### src/rtl/operand_sel_stage.sv
// operand_sel_stage: N-source, WIDTH-bit operand select registered as a pipeline slice with stall/flush.
// Optional stall-length counter on port stall_cnt, enabled by defining OPSEL_STALL_CNT_EN.
module operand_sel_stage #(
  parameter int               WIDTH   = 32,
  parameter int               NSRC    = 4,
  parameter int               SELW    = 2,
  parameter logic [WIDTH-1:0] RST_VAL = '0
) (
  input  logic                  clk,
  input  logic                  rst_n,
  input  logic [NSRC*WIDTH-1:0] src_data,
  input  logic [SELW-1:0]       sel,
  input  logic                  in_valid,
  input  logic                  stall,
  input  logic                  flush,
  output logic [WIDTH-1:0]      out_data,
  output logic                  out_valid,
  output logic                  out_sel_err
`ifdef OPSEL_STALL_CNT_EN
  ,
  output logic [7:0]            stall_cnt
`endif
);

  logic [WIDTH-1:0] data_d, data_q, sel_word;
  logic             valid_d, valid_q;
  logic             err_d, err_q;
  logic             sel_ok;

  // An unmatched select leaves sel_word at RST_VAL, which is the out-of-range capture value.
  always_comb begin
    sel_word = RST_VAL;
    sel_ok   = 1'b0;
    for (int i = 0; i < NSRC; i++) begin
      if (32'(sel) == i) begin
        sel_word = src_data[i*WIDTH +: WIDTH];
        sel_ok   = 1'b1;
      end
    end
  end

  always_comb begin
    data_d  = data_q;
    valid_d = valid_q;
    err_d   = err_q;
    if (flush) begin
      data_d  = RST_VAL;
      valid_d = 1'b0;
      err_d   = 1'b0;
    end else if (!stall) begin
      data_d  = sel_word;
      valid_d = in_valid;
      err_d   = in_valid & ~sel_ok;
    end
  end

  always_ff @(posedge clk or negedge rst_n) begin
    if (!rst_n) begin
      data_q  <= RST_VAL;
      valid_q <= 1'b0;
      err_q   <= 1'b0;
    end else begin
      data_q  <= data_d;
      valid_q <= valid_d;
      err_q   <= err_d;
    end
  end

  assign out_data    = data_q;
  assign out_valid   = valid_q;
  assign out_sel_err = err_q;

`ifdef OPSEL_STALL_CNT_EN
  logic [7:0] cnt_d, cnt_q;

  // Counts held edges, saturating; any flush or load edge clears it.
  always_comb begin
    cnt_d = 8'd0;
    if (stall && !flush) begin
      cnt_d = (cnt_q == 8'hFF) ? cnt_q : cnt_q + 8'd1;
    end
  end

  always_ff @(posedge clk or negedge rst_n) begin
    if (!rst_n) begin
      cnt_q <= 8'd0;
    end else begin
      cnt_q <= cnt_d;
    end
  end

  assign stall_cnt = cnt_q;
`endif

endmodule

### config.mk
export PLATFORM = sky130hd
export DESIGN_NAME = operand_sel_stage
export DESIGN_NICKNAME = d
export VERILOG_FILES = /design/src/rtl/operand_sel_stage.sv
export SDC_FILE = /design/constraint.sdc
export NUM_CORES = 1
export LEC_CHECK = 0
export ABC_AREA = 1
export BUFFER_PORTS_ARGS = -buffer_cell sky130_fd_sc_hd__buf_2
export CAP_MARGIN = 25
export CORE_MARGIN = 1.5
export CORE_UTILIZATION = 36
export DETAILED_ROUTE_END_ITERATION = 8
export HOLD_SLACK_MARGIN = 0.05
export PLACE_DENSITY = 0.83
export SLEW_MARGIN = 20
export SYNTH_ARGS = -nofsm -noshare
export SYNTH_HDL_FRONTEND = slang
export SYNTH_SLANG_ARGS = --single-unit
### constraint.sdc
create_clock -name clk -period 0.9 [get_ports clk]
set_input_delay 0 -clock clk [delete_from_list [all_inputs] [get_ports clk]]
set_output_delay 0 -clock clk [all_outputs]
set_load 0.01 [all_outputs]
==> results of run 1 <==
worst min-delay path, cell delays in order:
cell and delay, ns:
buf_2 0.07, o21ai_0 0.06, nand3_1 0.08, nand2_1 0.05, nand2_1 0.05
flip-flops by register name, indices dropped and copies added, names as in the netlist:
signal and flops:
out_data 32, out_sel_err 1, out_valid 1
per-stage QoR:
stage | worst slack [ns] | setup TNS, ns | instance area, sq um
finish | 0.006527 | 0 | 3930
global route | 0.0007252 | 0 | 3928
CTS | 0.06026 | 0 | 3928
detailed placement | -0.04779 | -0.4011 | 3451
global placement | -0.07324 | -0.1079 | 3451
floorplan | 0.1150 | 0 | 2430
final cells by class:
class / count / area, sq um / area share
Timing Repair Buffer: 223 / 1466 / 0.3731
Multi-Input combinational cell: 311 / 1315 / 0.3346
Sequential cell: 34 / 850.8 / 0.2165
Inverter: 32 / 122.6 / 0.03120
Tap cell: 77 / 96.34 / 0.02451
Clock buffer: 7 / 76.32 / 0.01942
Antenna cell: 1 / 2.502 / 0.0006367
logic make-up (layout without fill, tap and decap cells):
logic type / Yosys count / after routing / synth area share
AO/OA/AOI/OAI: 18 / 18 / 0.03708
buffers and inverters: 55 / 262 / 0.1086
flip-flops: 34 / 34 / 0.3502
other: 0 / 1 / 0
AND/OR/NAND/NOR: 293 / 293 / 0.5041
metal layers:
layer	wire (um)	share of wire
met3	792	0.089
met2	4169	0.47
met5	0	0
met4	306	0.035
met1	3598	0.41
power by group through the flow:
stage | clock [uW] | combinational (uW) | sequential, uW
after global placement | 0 | 1250 | 1770
after global routing | 1150 | 1580 | 1770
after detailed placement | 0 | 1280 | 1770
after floorplan | 0 | 552 | 1840
after CTS | 1080 | 1410 | 1750
final | 1040 | 1430 | 1750
cells in the final DEF, fill, tap and decap left out, drive strengths merged:
| cell type | instances |
|---|---|
| buf | 183 |
| dlygate4sd3 | 40 |
| nand3b | 14 |
| clkbuf | 7 |
| dfrtp | 34 |
| diode | 1 |
| nand2 | 179 |
| nand3 | 33 |
| nor2 | 67 |
| o21ai | 18 |
| inv | 32 |
path summary, 6_finish.rpt:
kind	slack, ns	end	cells after the start	start
worst max-delay path	0.007	out_data[20]	6	src_data[84]
worst min-delay path	0.06	out_data[25]	5	src_data[89]
worst max register to register	0.27	out_data[19]	2	out_data[19]
worst min register to register	0.48	out_data[24]	2	out_data[24]
max in group asynchronous	0.51	out_data[10]	3	rst_n
min in group asynchronous	0.21	out_data[5]	3	rst_n
repair_timing:
action | CTS | global route
hold buffers | 40 | 0
setup endpoints to repair | 0 | 1
gates resized for setup | 0 | 1
hold endpoints to repair | 56 | 0
==> metrics, run 1 <==
outcome=finished, violations left; failing checks=DRC; crit path kind=in2reg; clk slew on worst S/H paths=0.07 ns; met1 Use GR=0.2862; DRC violations left=23; setup violators final=0; Top delay family on crit path=buffers and inverters; final max-slew violation count=0; Die Y=85.16 um; top-area cell type share of the netlist area=0.3502; non-filler cells in the finished layout=685; Sink Count=34; top_reg_cell synth=dfrtp_1; GRT overflow=0; commonest cells in the netlist=nand2_1 (178), nor2_1 (65), dfrtp_1 (34); pwr/cell area=1073 nW/um^2; slowest stage delay, CP=0.53 ns; Ports=169; P&R area growth vs syn=61.74%; share of power burned in registers=0.416; cell taking the most area after synthesis=dfrtp_1; mean area per synthesized cell=6.075 sq um; Slew @ Worst Pin=0.2715 ns; vias per inst=4.796; CTS Buffer Depth=2; fill cell count=557; Rel. slew slack=0.8190; final hold slack=0.05835 ns; Clock power frac=0.246; Comb power frac=0.339; Pint=2913 uW; share of the yosys chip area belonging to registers=0.3502; Tcrit/Tclk final=0.9927; utilization after layout=0.6119; WP data required=1.07 ns; layout cells sized above 1=0.3163; min-delay worst type=in2reg; Root Driver=clkbuf_8; critical-path cell list=dlygate4sd3_1 > buf_2 > o21ai_0 > nand3_1 > nand2_1 > nand2_1; Worst-Skew Late Latency=0.27 ns; DRT Pass-1 Iters=6; FMAX=1119 MHz; global route hottest layer=met2; Critical Path Start Type=input port; Synth area leaders=dfrtp_1 (35%), nand2_1 (27%), nor2_1 (10%), nand3_1 (6.8%), inv_1 (4.8%); slowest stage cell, crit path=dlygate4sd3_1; Peak VDD IR=0.5157 mV; Die Width=85.16 um; Wirelength per Cell=12.94 um; Switching Fraction=0.3094; final WL=8866 um; max cap viols=0; CTS tree=yes; H-tree depth=2; # nets final=742; synthesized instance count=400; GRT Total Usage=0.2448; starting DRC count in detailed routing=151; post-layout minimum cycle time=0.8935 ns; Post-synth EDFFs=0; mapped cell area=2430 sq um; unrepaired setup endpoints after global routing=no; Yosys warnings=0; most frequent CP cell=nand2_1; Post-synth ARST share=1.000; setup bufs post-CTS=0; worst path arrival time=1.06 ns; core area=6422 sq um; largest net degree at the start of global routing=35; DP HPWL=5767 um; Vias=3285; first-pass GRT wire length=14300 um; I/O Buffers=168; Initial Utilization=0.3783; die area=7251 sq um; placed insts=637; Cell Rows=29; Worst Path Buf+Inv=2; Final Hold Fails=0; met3 Use GR=0.05642; TritonCTS Buffers=5; post-route ant nets=0; Netlist cell types=16; Pleak=0.002359 uW; M2 GR Usage=0.4206; Placer Congestion=0.8429; critical path endpoint category=flop; Design Power=4218 uW; vias in the first global route=3255; top-count cell post-synth=nand2_1; Mapped Nets=535; critical path peak fanout=1; Yosys reg bits=34; P_sw=1305 uW; Final Skew=0 ns; initial antenna violation count=0
Note: power is estimated with default switching activity, not from simulation.
==> run 2: changes to the inputs <==
Settings changed: BUFFER_PORTS_ARGS -buffer_cell sky130_fd_sc_hd__buf_2 to default, DONT_BUFFER_PORTS from default to 1, PLACE_DENSITY 0.83 to 0.62.
==> run 2 against run 1 <==
Effect of this change:
- the flow now stops in 4_1_cts
- area after synthesis did not move
- synthesized cell count unchanged
==> metrics, run 2 <==
Synth area leaders=dfrtp_1 (35%), nand2_1 (27%), nor2_1 (10%), nand3_1 (6.8%), inv_1 (4.8%) (unchanged); Post-synth ARST share=1.000 (unchanged); mapped cell area=2430 sq um (unchanged); top-area cell type share of the netlist area=0.3502 (unchanged); Sink Count=34 (unchanged); synthesized instance count=400 (unchanged); Last stage=4_1_cts; PostCTS Resize Cnt=0 (unchanged); H-tree depth=2 (unchanged); DP HPWL=4714 um (was 5767 um); cell taking the most area after synthesis=dfrtp_1 (unchanged); post-cts hold buffer count=101 (was 40); share of the yosys chip area belonging to registers=0.3502 (unchanged); Err=[ERROR RSZ-0060] Max buffer count reached.; setup bufs post-CTS=0 (unchanged); commonest cells in the netlist=nand2_1 (178), nor2_1 (65), dfrtp_1 (34) (unchanged); top_reg_cell synth=dfrtp_1 (unchanged); Initial Utilization=0.3783 (unchanged); Post-synth EDFFs=0 (unchanged); Cell Rows=29 (unchanged); top-count cell post-synth=nand2_1 (unchanged); Yosys warnings=0 (unchanged); I/O Buffers=0 (was 168); Placer Congestion=0.7614 (was 0.8429); Root Driver=clkbuf_8 (unchanged); Mapped Nets=535 (unchanged); mean area per synthesized cell=6.075 sq um (unchanged); Die Width=85.16 um (unchanged); CTS Buffer Depth=2 (unchanged); Die Y=85.16 um (unchanged); Yosys reg bits=34 (unchanged); outcome=did not finish (was finished, violations left); TritonCTS Buffers=5 (unchanged); Netlist cell types=16 (unchanged); Ports=169 (unchanged)
[run 2: cell counts after synthesis]
No cell type changed its count.
[run 2: metrics by stage]
step,cells,setup WS [ns],area [sq um],utilization,hold WS (ns)
3_5_place_dp,460,0.1136,2505,0.3900,-0.2948
3_3_place_gp,460,0.1535,2505,0.3900,-0.2949
2_1_floorplan,400,0.1150,2430,-,-0.2956
[run 2: cells by family after synthesis]
kind of cell           synth area share
and+or+nand+nor                  0.5041
buffers and inverters            0.1086
DFF                              0.3502
AOI/OAI and AO/OA               0.03708
==> run 3: changes to the inputs <==
Settings changed: CORE_UTILIZATION 36 to 21, HOLD_SLACK_MARGIN 0.05 to default, PLACE_DENSITY 0.62 to default, PLACE_DENSITY_LB_ADDON from default to 0.15.
==> run 3 against run 2 <==
Effect of this change:
- the flow now finishes, with violations (hold timing)
==> metrics, run 3 (synthesis results as in run 1) <==
outcome=finished, violations left (was did not finish); failing checks=hold timing; final hold slack=-0.01915 ns; Pleak=0.001899 uW; Worst-Skew Late Latency=0.28 ns; Comb power frac=0.198; Top delay family on crit path=buffers and inverters; # nets final=619; TritonCTS Buffers=5 (unchanged); unrepaired setup endpoints after global routing=no; fill cell count=1183; Switching Fraction=0.2589; final WL=8966 um; Final Hold Fails=3; H-tree depth=2 (unchanged); Wirelength per Cell=14.28 um; Rel. slew slack=0.7910; post-route design area=3745 sq um; Cell Rows=39 (was 29); first-pass GRT wire length=14480 um; max cap viols=0; pwr/cell area=1399 nW/um^2; layout cells sized above 1=0.04330; share of power burned in registers=0.354; slowest stage delay, CP=0.53 ns; GRT overflow=0; Die Width=110.6 um (was 85.16 um); Design Power=5237 uW; Pint=3881 uW; min-delay worst type=in2reg; post-layout minimum cycle time=0.7599 ns; Initial Utilization=0.2137 (was 0.3783); Tcrit/Tclk final=0.8443; P&R area growth vs syn=54.12%; Slew @ Worst Pin=0.3136 ns; max FFs per register=32; Vias=2797; Sink Count=34 (unchanged); vias in the first global route=2885; slowest stage cell, crit path=dlygate4sd3_1; vias per inst=4.454; Worst Path Buf+Inv=1; Clock power frac=0.448; most common cell after layout, fill and taps aside=nand2_1; largest net degree at the start of global routing=36; die area=12220 sq um; DRT Pass-1 Iters=4; setup bufs post-CTS=0 (unchanged); DRC violations left=0; critical path endpoint category=flop; Peak VDD IR=0.5910 mV; setup violators final=0; Ports=169 (unchanged); initial antenna violation count=0; Final Skew=0 ns; starting DRC count in detailed routing=138; Die Y=110.6 um (was 85.16 um); Placer Congestion=0.7267 (was 0.7614); Root Driver=clkbuf_16 (was clkbuf_8); WP data required=1.08 ns; placed cell area=2615 sq um (was 2505 sq um); most frequent CP cell=nand2_1; crit path kind=in2reg; n_diodes=0; clk slew on worst S/H paths=0.06 ns; I/O Buffers=0 (unchanged); Critical Path Start Type=input port; Fin Setup TNS=0 ns; core area=11370 sq um; final max-slew violation count=0; commonest non-fill, non-tap cells in the layout=nand2_1 (178), dlygate4sd3_1 (91), nor2_1 (65); DP HPWL=5762 um (was 4714 um); critical path peak fanout=1; worst path arrival time=0.94 ns; post-route ant nets=0; GRT Total Usage=0.1489; FMAX=1316 MHz; CTS tree=yes; CTS Buffer Depth=2 (unchanged); P_sw=1356 uW; critical-path cell list=dlygate4sd3_1 > o21ai_0 > nand3_1 > nand2_1 > nand2_1
## run 3: cell type report
type / count / area [sq um] / area share
multi-input combinational: 311 / 1315 / 0.3512
timing repair buffer: 100 / 1079 / 0.2880
sequential: 34 / 850.8 / 0.2272
tap: 143 / 178.9 / 0.04778
clock buffer: 6 / 138.9 / 0.03709
inverter: 32 / 122.6 / 0.03274
clock inverter: 2 / 60.06 / 0.01604
## run 3: routing by layer
| layer | global-route usage | vias up | part of all wire |
|---|---|---|---|
| li1 | - | 1382 | - |
| met1 | 0.1637 | 1260 | 0.42 |
| met2 | 0.2728 | 142 | 0.49 |
| met3 | 0.04775 | 13 | 0.077 |
| met4 | 0.04274 | 0 | 0.016 |
| met5 | 0 | - | 0 |
## run 3: worst min-delay path: stages
cell and delay, ns:
o21ai_0 0.06, nand3_1 0.08, nand2_1 0.05, nand2_1 0.05
## run 3: repair_timing
| action | CTS | global route |
|---|---|---|
| endpoints found under the setup margin | 0 | 0 |
| hold buffers | 90 | 2 |
| endpoints found under the hold margin | 68 | 2 |
| resized for setup | 0 | 0 |
## run 3: power by group through the flow
stage	clock network, uW	logic (uW)	registers (uW)
finish	2350	1040	1850
global route	2500	1170	1870
CTS	2440	1030	1860
detailed placement	0	678	1880
global placement	0	672	1890
floorplan	0	552	1840
## run 3: path summary, 6_finish.rpt
| path | slack, ns | cells past startpoint | end | startpoint |
|---|---|---|---|---|
| worst max-delay path | 0.14 | 5 | out_data[23] | src_data[87] |
| worst min-delay path | -0.02 | 4 | out_data[15] | sel[0] |
| worst max register to register | 0.22 | 2 | out_data[4] | out_data[4] |
| worst min register to register | 0.55 | 2 | out_data[3] | out_data[3] |
| max in group asynchronous | 0.51 | 2 | out_data[11] | rst_n |
| min in group asynchronous | 0.20 | 2 | out_data[27] | rst_n |
## run 3: per-stage QoR
| step | std cells | utilization | worst slack, ns |
|---|---|---|---|
| after global routing | 628 | 0.3294 | 0.04120 |
| after global placement | 528 | 0.2300 | 0.1016 |
| after detailed placement | 528 | 0.2300 | 0.08137 |
| after floorplan | 400 | - | 0.1150 |
| final | 628 | 0.3294 | 0.1401 |
| after CTS | 626 | 0.3276 | 0.1658 |
==> run 4: changes to the inputs <==
Clock period 0.9 ns to 0.8 ns, I/O delays scaled along.
==> run 4 against run 3 <==
Effect of this change:
- the flow still finishes with violations (hold timing)
- routed wire length increased by 2.1%
- die area unchanged
- first-iteration DRC count is 19% higher
- global-route usage about the same
- flip-flop and latch count is the same
- clock skew unchanged
- critical path type is now reg2out
- largest cell class unchanged
==> metrics, run 4 (synthesis results as in run 1) <==
Placer Congestion=0.7276 (was 0.7267); clk slew on worst S/H paths=0.06 ns (about the same); Pint=4095 uW (was 3881 uW); Worst-Skew Late Latency=0.27 ns (was 0.28 ns); Die Width=110.6 um (unchanged); CTS Buffer Depth=2 (unchanged); vias in the first global route=2983 (was 2885); Fin Setup TNS=0 ns (unchanged); outcome=finished, violations left (unchanged); pwr/cell area=1482 nW/um^2 (was 1399 nW/um^2); vias per inst=4.485 (was 4.454); unrepaired setup endpoints after global routing=yes (was no); DRC violations left=0 (unchanged); n_diodes=0 (unchanged); TritonCTS Buffers=5 (unchanged); layout cells sized above 1=0.07347 (was 0.04330); Slew @ Worst Pin=0.3027 ns (was 0.3136 ns); largest net degree at the start of global routing=36 (unchanged); P_sw=1484 uW (was 1356 uW); CTS tree=yes (unchanged); Levels on crit path=1 (was 5); Sink Count=34 (unchanged); setup violators final=0 (unchanged); commonest non-fill, non-tap cells in the layout=nand2_1 (177), dlygate4sd3_1 (83), nor2_1 (65) (was nand2_1 (178), dlygate4sd3_1 (91), nor2_1 (65)); placed cell area=2690 sq um (was 2615 sq um); Peak VDD IR=0.7239 mV (was 0.5910 mV); share of power burned in registers=0.370 (was 0.354); Top delay family on crit path=flip-flops (was buffers and inverters); # nets final=625 (was 619); Tcrit/Tclk final=0.9968; Final Skew=0 ns (unchanged); core area=11370 sq um (unchanged); max FFs per register=32 (unchanged); final WL=9156 um (was 8966 um); P&R area growth vs syn=54.89% (was 54.12%); Cell Rows=39 (unchanged); slowest stage cell, crit path=dfrtp_1 (was dlygate4sd3_1); Rel. slew slack=0.7982 (was 0.7910); die area=12220 sq um (unchanged); critical-path cell list=buf_6 (was dlygate4sd3_1 > o21ai_0 > nand3_1 > nand2_1 > nand2_1); Vias=2839 (was 2797); utilization after layout=0.3310 (was 0.3294); worst path arrival time=0.80 ns (was 0.94 ns); final max-slew violation count=0 (unchanged); first-pass GRT wire length=14660 um (was 14480 um); Ports=169 (unchanged); I/O Buffers=0 (unchanged); fill cell count=1227 (was 1183); Clock power frac=0.409 (was 0.448); failing checks=hold timing (unchanged); post-route ant nets=0 (unchanged); Comb power frac=0.221 (was 0.198); FMAX=1254 MHz; min-delay worst type=in2async (was in2reg); Initial Utilization=0.2137 (unchanged); GRT overflow=0 (unchanged); GRT Total Usage=0.1485 (was 0.1489); Switching Fraction=0.2660 (was 0.2589); crit path kind=reg2out (was in2reg); post-route design area=3764 sq um (was 3745 sq um); starting DRC count in detailed routing=164 (was 138); Final Hold Fails=39 (was 3); post-cts hold buffer count=83 (was 90); Die Y=110.6 um (unchanged); final hold slack=-0.5849 ns (was -0.01915 ns); Worst R2R Path Depth=3 (was 2); DRT Pass-1 Iters=4 (unchanged); Critical Path Start Type=flop (was input port); max cap viols=0 (unchanged); slowest stage delay, CP=0.39 ns (was 0.53 ns); Worst Path Buf+Inv=1 (unchanged); Pleak=0.001932 uW (was 0.001899 uW); DP HPWL=5692 um (was 5762 um); initial antenna violation count=0 (unchanged); Wirelength per Cell=14.46 um (was 14.28 um); WP data required=0.80 ns (was 1.08 ns); critical path endpoint category=primary output (was flop); Root Driver=clkbuf_16 (unchanged); post-layout minimum cycle time=0.7974 ns; H-tree depth=2 (unchanged); critical path peak fanout=2 (was 1); most common cell after layout, fill and taps aside=nand2_1 (unchanged)
==> run 4: cell types whose count changed in the layout (fill, tap and decap cells not counted), sizes merged <==
cell         delta
dlygate4sd3     -8
buf            +14
bufinv          -1
==> run 4: worst paths after layout <==
check                      slack, ns    startpoint      endpoint
max                            0.003  out_data[20]  out_data[20]
min                            -0.58         rst_n   out_data[1]
max reg2reg                     0.07   out_data[5]   out_data[5]
min reg2reg                     0.50  out_data[31]  out_data[31]
max in group asynchronous       1.30         rst_n  out_data[17]
min in group clk               -0.01        sel[0]  out_data[15]
==> run 4: area by class of cell <==
| class | count | area, sq um | area share |
|---|---|---|---|
| Sequential cell | 34 | 850.8 | 0.2261 |
| Clock inverter | 1 | 30.03 | 0.007979 |
| Timing Repair Buffer | 106 | 1125 | 0.2989 |
| Clock buffer | 6 | 138.9 | 0.03690 |
| Tap cell | 143 | 178.9 | 0.04754 |
| Multi-Input combinational cell | 311 | 1318 | 0.3501 |
| Inverter | 32 | 122.6 | 0.03258 |
==> run 4: metal layers <==
layer	wire length, um	share of wire	vias to the layer above	global-route usage
li1	-	-	1394	-
met1	3773	0.41	1283	0.1742
met2	4591	0.50	152	0.2704
met3	700	0.076	10	0.03568
met4	91	0.0099	0	0.03675
met5	0	0	-	0
==> run 4: timing repair <==
action | CTS | global route
endpoints found under the hold margin | 68 | 34
gates resized for setup | 9 | 9
setup buffers | 4 | 1
setup endpoints to repair | 9 | 17
==> run 4: through the flow <==
stage          cells  power [uW]  worst slack, ns
3_5_place_dp     538        2934        -0.006775
5_1_grt          633        5893         -0.02618
4_1_cts          632        5650        -0.007268
3_3_place_gp     538        2934          0.02111
6_report         633        5579         0.002598
2_1_floorplan    400        2688          0.01499
==> run 4: power by group through the flow <==
stage,clock network [uW],registers (uW),logic (uW)
after floorplan,0,2070,621
after global placement,0,2090,843
after detailed placement,0,2080,850
after CTS,2370,2060,1220
after global routing,2430,2080,1380
final,2280,2060,1240
